[src/rtl/ysram_access_sched_pkg.sv]
// Shared types and constants for the Y SRAM access scheduler.
// Holds the scheduler state enum, the owner encoding, the Y SRAM address/row
// widths and the default park address driven on idle SRAM ports.
package ysram_access_sched_pkg;

  localparam int YADDR_W = 11;
  localparam int YROW_W  = 256;
  localparam int WDOG_W  = 16;
  localparam int UPD_W   = 16;

  localparam logic [YADDR_W-1:0] PARK_ADDR_DEF = 11'h7ff;

  typedef enum logic [1:0] {
    ST_IDLE    = 2'd0,
    ST_CP_GNT  = 2'd1,
    ST_WP_GNT  = 2'd2,
    ST_RELEASE = 2'd3
  } sched_state_e;

  // Identifies which path held the SRAM most recently (fairness tie-break).
  typedef enum logic {
    OWN_CP = 1'b0,
    OWN_WP = 1'b1
  } owner_e;

endpackage

[src/rtl/ysram_access_sched_mux.sv]
// Purpose: combinational Y SRAM port mux selected by the scheduler state.
// Ports  : i_state selects; cp read addresses, wp read/write signals in;
//          SRAM read addresses, write enable/address/row out.
// Un-owned ports are parked at PARK_ADDR with write disabled and zero data.
module ysram_mux
  import ysram_access_sched_pkg::*;
#(
  parameter logic [YADDR_W-1:0] PARK_ADDR = PARK_ADDR_DEF
) (
  input  sched_state_e        i_state,
  input  logic [YADDR_W-1:0]  i_cp_rd_addr1,
  input  logic [YADDR_W-1:0]  i_cp_rd_addr2,
  input  logic [YADDR_W-1:0]  i_wp_rd_addr1,
  input  logic [YADDR_W-1:0]  i_wp_rd_addr2,
  input  logic                i_wp_we,
  input  logic [YADDR_W-1:0]  i_wp_wr_addr,
  input  logic [YROW_W-1:0]   i_wp_wr_data,
  output logic [YADDR_W-1:0]  o_sram_rd_addr1,
  output logic [YADDR_W-1:0]  o_sram_rd_addr2,
  output logic                o_sram_we,
  output logic [YADDR_W-1:0]  o_sram_wr_addr,
  output logic [YROW_W-1:0]   o_sram_wr_data
);

  always_comb begin
    o_sram_rd_addr1 = PARK_ADDR;
    o_sram_rd_addr2 = PARK_ADDR;
    o_sram_we       = 1'b0;
    o_sram_wr_addr  = PARK_ADDR;
    o_sram_wr_data  = '0;
    case (i_state)
      ST_CP_GNT: begin
        // Compute path only reads; write port stays parked.
        o_sram_rd_addr1 = i_cp_rd_addr1;
        o_sram_rd_addr2 = i_cp_rd_addr2;
      end
      ST_WP_GNT: begin
        o_sram_rd_addr1 = i_wp_rd_addr1;
        o_sram_rd_addr2 = i_wp_rd_addr2;
        o_sram_we       = i_wp_we;
        o_sram_wr_addr  = i_wp_wr_addr;
        o_sram_wr_data  = i_wp_wr_data;
      end
      default: ;
    endcase
  end

endmodule

[src/rtl/ysram_access_sched.sv]
// Purpose: arbitrates Y SRAM ownership between compute and write-back paths.
// Ports  : cp/wp req+done handshakes and SRAM-side signals in; registered
//          grants, muxed SRAM ports, busy, write-back count, sticky timeout out.
// Grant follows req by one cycle; a RELEASE dead cycle separates owners; a
// watchdog forces release after TIMEOUT_CYCLES grant cycles without done.
module ysram_access_sched
  import ysram_access_sched_pkg::*;
#(
  parameter int                  TIMEOUT_CYCLES = 1024,
  parameter logic [YADDR_W-1:0]  PARK_ADDR      = PARK_ADDR_DEF
) (
  input  logic                i_clock,
  input  logic                i_reset_n,
  input  logic                i_cp_req,
  input  logic                i_cp_done,
  input  logic [YADDR_W-1:0]  i_cp_rd_addr1,
  input  logic [YADDR_W-1:0]  i_cp_rd_addr2,
  input  logic                i_wp_req,
  input  logic                i_wp_done,
  input  logic [YADDR_W-1:0]  i_wp_rd_addr1,
  input  logic [YADDR_W-1:0]  i_wp_rd_addr2,
  input  logic                i_wp_we,
  input  logic [YADDR_W-1:0]  i_wp_wr_addr,
  input  logic [YROW_W-1:0]   i_wp_wr_data,
  output logic                o_cp_grant,
  output logic                o_wp_grant,
  output logic [YADDR_W-1:0]  o_sram_rd_addr1,
  output logic [YADDR_W-1:0]  o_sram_rd_addr2,
  output logic                o_sram_we,
  output logic [YADDR_W-1:0]  o_sram_wr_addr,
  output logic [YROW_W-1:0]   o_sram_wr_data,
  output logic                o_sched_busy,
  output logic [UPD_W-1:0]    o_upd_count,
  output logic                o_timeout_err
);

  // Watchdog value seen on the last permitted grant cycle.
  localparam logic [WDOG_W-1:0] WDOG_LAST = 16'(TIMEOUT_CYCLES - 1);

  sched_state_e        r_state;
  owner_e              r_last_owner;
  logic [WDOG_W-1:0]   r_wdog;
  logic [UPD_W-1:0]    r_upd_count;
  logic                r_timeout_err;
  logic                r_cp_grant;
  logic                r_wp_grant;

  sched_state_e        w_state_nxt;
  owner_e              w_last_owner_nxt;
  logic                w_wdog_expired;
  logic                w_force_release;
  logic                w_upd_inc;
  logic                w_in_gnt;

  assign w_wdog_expired = (r_wdog == WDOG_LAST);
  assign w_in_gnt       = (r_state == ST_CP_GNT) || (r_state == ST_WP_GNT);

  // Next-state logic. Only the owner's done is looked at; a done that
  // coincides with watchdog expiry wins and counts as a normal completion.
  always_comb begin
    w_state_nxt      = r_state;
    w_last_owner_nxt = r_last_owner;
    w_force_release  = 1'b0;
    w_upd_inc        = 1'b0;
    case (r_state)
      ST_IDLE: begin
        if (i_cp_req && i_wp_req) begin
          w_state_nxt = (r_last_owner == OWN_WP) ? ST_CP_GNT : ST_WP_GNT;
        end else if (i_cp_req) begin
          w_state_nxt = ST_CP_GNT;
        end else if (i_wp_req) begin
          w_state_nxt = ST_WP_GNT;
        end
      end
      ST_CP_GNT: begin
        if (i_cp_done) begin
          w_state_nxt      = ST_RELEASE;
          w_last_owner_nxt = OWN_CP;
        end else if (w_wdog_expired) begin
          w_state_nxt      = ST_RELEASE;
          w_last_owner_nxt = OWN_CP;
          w_force_release  = 1'b1;
        end
      end
      ST_WP_GNT: begin
        if (i_wp_done) begin
          w_state_nxt      = ST_RELEASE;
          w_last_owner_nxt = OWN_WP;
          w_upd_inc        = 1'b1;
        end else if (w_wdog_expired) begin
          w_state_nxt      = ST_RELEASE;
          w_last_owner_nxt = OWN_WP;
          w_force_release  = 1'b1;
        end
      end
      ST_RELEASE: begin
        w_state_nxt = ST_IDLE;
      end
      default: begin
        w_state_nxt = ST_IDLE;
      end
    endcase
  end

  always_ff @(posedge i_clock or negedge i_reset_n) begin
    if (!i_reset_n) begin
      r_state       <= ST_IDLE;
      r_last_owner  <= OWN_WP;
      r_wdog        <= '0;
      r_upd_count   <= '0;
      r_timeout_err <= 1'b0;
      r_cp_grant    <= 1'b0;
      r_wp_grant    <= 1'b0;
    end else begin
      r_state      <= w_state_nxt;
      r_last_owner <= w_last_owner_nxt;
      // Counts only while the same grant persists; any entry starts at zero.
      if (w_in_gnt && (w_state_nxt == r_state)) begin
        r_wdog <= r_wdog + 1'b1;
      end else begin
        r_wdog <= '0;
      end
      if (w_upd_inc) begin
        r_upd_count <= r_upd_count + 1'b1;
      end
      if (w_force_release) begin
        r_timeout_err <= 1'b1;
      end
      // Grants are flops loaded from the next state so they track r_state.
      r_cp_grant <= (w_state_nxt == ST_CP_GNT);
      r_wp_grant <= (w_state_nxt == ST_WP_GNT);
    end
  end

  assign o_cp_grant    = r_cp_grant;
  assign o_wp_grant    = r_wp_grant;
  assign o_sched_busy  = (r_state != ST_IDLE);
  assign o_upd_count   = r_upd_count;
  assign o_timeout_err = r_timeout_err;

  ysram_mux #(
    .PARK_ADDR (PARK_ADDR)
  ) u_mux (
    .i_state         (r_state),
    .i_cp_rd_addr1   (i_cp_rd_addr1),
    .i_cp_rd_addr2   (i_cp_rd_addr2),
    .i_wp_rd_addr1   (i_wp_rd_addr1),
    .i_wp_rd_addr2   (i_wp_rd_addr2),
    .i_wp_we         (i_wp_we),
    .i_wp_wr_addr    (i_wp_wr_addr),
    .i_wp_wr_data    (i_wp_wr_data),
    .o_sram_rd_addr1 (o_sram_rd_addr1),
    .o_sram_rd_addr2 (o_sram_rd_addr2),
    .o_sram_we       (o_sram_we),
    .o_sram_wr_addr  (o_sram_wr_addr),
    .o_sram_wr_data  (o_sram_wr_data)
  );

endmodule

[config.mk]
export PLATFORM = sky130hd
export DESIGN_NAME = ysram_access_sched
export DESIGN_NICKNAME = d
export VERILOG_FILES = /design/src/rtl/ysram_access_sched_pkg.sv /design/src/rtl/ysram_access_sched_mux.sv /design/src/rtl/ysram_access_sched.sv
export SDC_FILE = /design/constraint.sdc
export NUM_CORES = 1
export LEC_CHECK = 0
export ABC_CLOCK_PERIOD_IN_PS = 2100
export CAP_MARGIN = 0
export CORE_AREA = 3 3 240 242
export DETAILED_ROUTE_END_ITERATION = 16
export DIE_AREA = 0 0 243 245
export DONT_BUFFER_PORTS = 1
export GPL_ROUTABILITY_DRIVEN = 1
export PLACE_DENSITY = 0.31
export SLEW_MARGIN = 10
export SYNTH_ARGS = -nofsm -noshare
export SYNTH_HDL_FRONTEND = slang
export SYNTH_SLANG_ARGS = --single-unit
export TNS_END_PERCENT = 30
[constraint.sdc]
create_clock -name i_clock -period 2.1 [get_ports i_clock]
set_input_delay 0.315 -clock i_clock [delete_from_list [all_inputs] [get_ports i_clock]]
set_output_delay 0.315 -clock i_clock [all_outputs]
set_load 0.02 [all_outputs]
==> results by group <==
Run status
  – Status: completed

Setup path
  – Crit-path cells: inv_2 -> buf_6 -> ha_4 -> buf_4 -> a211oi_2 -> a211oi_1 -> or4_4 -> clkbuf_16 -> nor3_2
  – CP startpoint kind: register
  – Critical path required time: 2300 ps
  – CP max stage delay: 540 ps
  – CP top delay family: simple AND/OR/NAND/NOR gates
  – Critical Path End Type: register
  – Crit Path Category: reg2reg
  – Buffers and inverters on the worst path: 4
  – Slowest cell on the critical path: or4_4
  – Setup crit start: r_state[0]
  – Worst EP arrival: 2280 ps
  – Crit-path max FO: 7
  – FF-to-FF Start: r_state[0]

Synth
  – Post-synthesis mux area share: 0.270%
  – Predominant post-synthesis flop cell: dfrtp_1
  – Sequential share of the synthesized area: 22.8%
  – Area of the mapped netlist: 4170 sq um
  – Post-synthesis adder-cell area fraction: 1.80%
  – Most frequent cell after synthesis: and2_1
  – Synth unique cells: 47
  – Yosys warnings: 0
  – Xor-xnor portion of the synthesized cell area: 5.88%
  – Yosys top cell by area: and2_1
  – Cells after Synth: 548
  – Simple-gate area share of the yosys netlist: 55.4%
  – Post-synth top area share: 38.9%
  – Mapped Nets: 872
  – Asr flop ratio synth: 100%
  – Synth Area in Compound Gates: 7.81%
  – Synthesized flop and latch total: 38
  – EDFF count, synth: 0
  – Combinational family with the most area after synthesis: simple AND/OR/NAND/NOR gates
  – Synth top area cells: and2_1 39%, dfrtp_1 22%, xnor2_1 4.8%, a22oi_1 4.0%, nand2_1 3.2%
  – Syn avg cell area: 7.61 sq um
  – Synth cell count leaders: 259 x and2_1, 37 x dfrtp_1, 36 x nand2_1, 34 x clkbuf_1, 23 x xnor2_1

CTS
  – Htree depth: 2
  – TritonCTS clock tree: built
  – Clock buffers created by TritonCTS: 5
  – CTS Buffer Depth: 2
  – Worst-Skew Late Latency: 280 ps
  – Clock slew at reported path FFs: 70 ps
  – Clock sinks: 38
  – Clk root buf: clkbuf_16

Finish
  – Layout net count: 970
  – Final Non-Filler Cells: 1,407
  – Proportion of layout cells with a drive suffix above 1: 57.5%
  – Core Util, Final: 14.1%
  – Reg area: 952 sq um
  – Multi-input gate area: 3500 sq um
  – Layout overhead on the synthesized area: 86.8%
  – Fillcell total: 6,320
  – Post-route cell area: 7780 sq um

Global route
  – Initial antenna violation count: 31
  – Global-route usage over all layers: 10.4%
  – Vias in the first global route: 4,526
  – GR Overflow Total: 0
  – First-pass GRT wire length: 42,300 um
  – Largest net degree at the start of global routing: 61

Route
  – Drt first pass iters: 4
  – Antenna Nets Post-Route: 0
  – Vias per Instance: 3.35
  – Initial DRC Count: 244
  – Drt wl/cell: 25.0 um
  – Drc violations: 0
  – Routed WL: 35,200 um
  – Vias post-DR: 4,707

Timing
  – Final Hold Vio Count: 0
  – Final Cycle Share: 99.2%
  – Max-slew headroom: 72.2%
  – Max Freq: 480 MHz
  – Worst-margin pin slew: 407 ps
  – Final setup vio count: 0
  – Slew Limit Fails: 0
  – Final min period: 2080 ps
  – RSZ-0062 raised after global routing: yes
  – Hold WS: 261 ps
  – Clock Skew: 15.1 ps

Die
  – Core ar.: 55,300 sq um
  – Die X: 243 um
  – # IOs: 628
  – DIE HEIGHT: 245 um
  – Initial Util: 7.54%
  – # rows: 86
  – Total die area: 59,500 sq um

Place
  – Placer Congestion: 0.941
  – Final HPWL DP: 28,800 um
  – Placed insts: 1,363
  – Area after DPL: 6570 sq um
  – Buffers added on ports: 0

Power
  – Max IR drop VDD: 814 uV
  – Power per Cell Area: 1610 nW/um^2
  – Static Leak: 2.97 nW

Worst hold path
  – Hold Crit Class: in2reg
  – Hold path startpoint: i_wp_done

Run
  – Max Cap Viol: 0
-- cells in the final DEF (no fill, tap or decap), types with 4 or more instances in the layout --
| cell | synthesis | final |
|---|---|---|
| a22oi_2 | 0 | 6 |
| nor2_1 | 12 | 12 |
| and2_1 | 259 | 82 |
| and2_4 | 0 | 102 |
| a22oi_1 | 22 | 16 |
| and2_2 | 0 | 75 |
| xnor2_1 | 23 | 23 |
| buf_12 | 1 | 71 |
| nor4_1 | 6 | 5 |
| nand2_1 | 36 | 24 |
| nor3_1 | 10 | 4 |
| nand4_1 | 6 | 6 |
| xor2_1 | 5 | 5 |
| buf_6 | 4 | 18 |
| dfrtp_1 | 37 | 37 |
| nand3_1 | 12 | 12 |
| nand2b_1 | 12 | 11 |
| nand2_2 | 0 | 12 |
| inv_1 | 9 | 8 |
| clkbuf_16 | 0 | 10 |
| buf_4 | 0 | 30 |
| nor3_4 | 1 | 8 |
| nor3_2 | 8 | 7 |
| buf_16 | 0 | 7 |
| diode_2 | 0 | 12 |
-- sequential cells by signal, indices dropped and copies added (netlist names) --
| register | flops |
|---|---|
| o_wp_grant | 1 |
| r_last_owner | 1 |
| r_state | 2 |
| o_cp_grant | 1 |
| o_timeout_err | 1 |
| o_upd_count | 16 |
| r_wdog | 16 |
-- path summary, 6_finish.rpt --
kind                            slack, ps              to  cells after the start
worst max-delay path                   20       r_wdog[5]                      9
max in group asynchronous            1330    r_last_owner                      2
min in group asynchronous             510      r_wdog[15]                      2
worst min-delay path                  260  o_upd_count[0]                      2
worst max register to register         20       r_wdog[5]                      9
worst min register to register        540    r_last_owner                      2
-- logic make-up after synthesis --
group	count (synthesis)
simple gates	381
compound gates	43
mux	1
xor+xnor	28
buf+inv	51
flops	38
fa+ha+maj	6
-- worst reg2reg max path, stage by stage (launching register included) --
cell       delay [ps]
dfrtp_1           360
inv_2              60
buf_6             110
ha_4              170
buf_4             160
a211oi_2          160
a211oi_1           70
or4_4             540
clkbuf_16         200
nor3_2            180
-- final cells by class --
| type | instances | area share (%) |
|---|---|---|
| Multi-Input combinational cell | 459 | 44.9 |
| Tap cell | 748 | 12.0 |
| Sequential cell | 38 | 12.2 |
| Antenna cell | 12 | 0.386 |
| Clock inverter | 2 | 0.177 |
| Timing Repair Buffer | 133 | 28.2 |
| Clock buffer | 6 | 1.66 |
| Inverter | 9 | 0.434 |
-- per-layer routing --
layer	track usage, %	up-vias	routed length, um
met5	1.63	-	204
met4	1.85	12	731
met3	4.11	66	3440
met2	17.4	378	17200
met1	12.5	2269	13600
li1	-	1982	-
-- through the flow --
step                      total power, mW  setup WS [ps]  TNS [ps]
after global placement               9.48           64.1         0
final                                12.5           16.6         0
after global routing                 13.1          -62.3     -1130
after CTS                            11.8          -51.4     -1220
after detailed placement             9.45           37.2         0
after floorplan                      6.28           37.5         0
-- repair_timing --
action | 4_1_cts | 5_1_grt
setup buffers | 11 | 1
endpoints found under the hold margin | 38 | 0
hold buffers | 2 | 0
cloned | 6 | 5
resized for setup | 170 | 124
pin swaps | 6 | 5
endpoints found under the setup margin | 239 | 244
-- report_power, final --
| group | switching, mW | leakage [nW] | internal (mW) | total [mW] |
|---|---|---|---|---|
| Combinational | 6.26 | 2.39 | 4.44 | 10.7 |
| Clock | 0.301 | 0.0709 | 0.441 | 0.742 |
| Sequential | 0.209 | 0.513 | 0.843 | 1.05 |
| Total | 6.77 | 2.97 | 5.72 | 12.5 |
No activity file was read; power rests on OpenSTA's default activity.
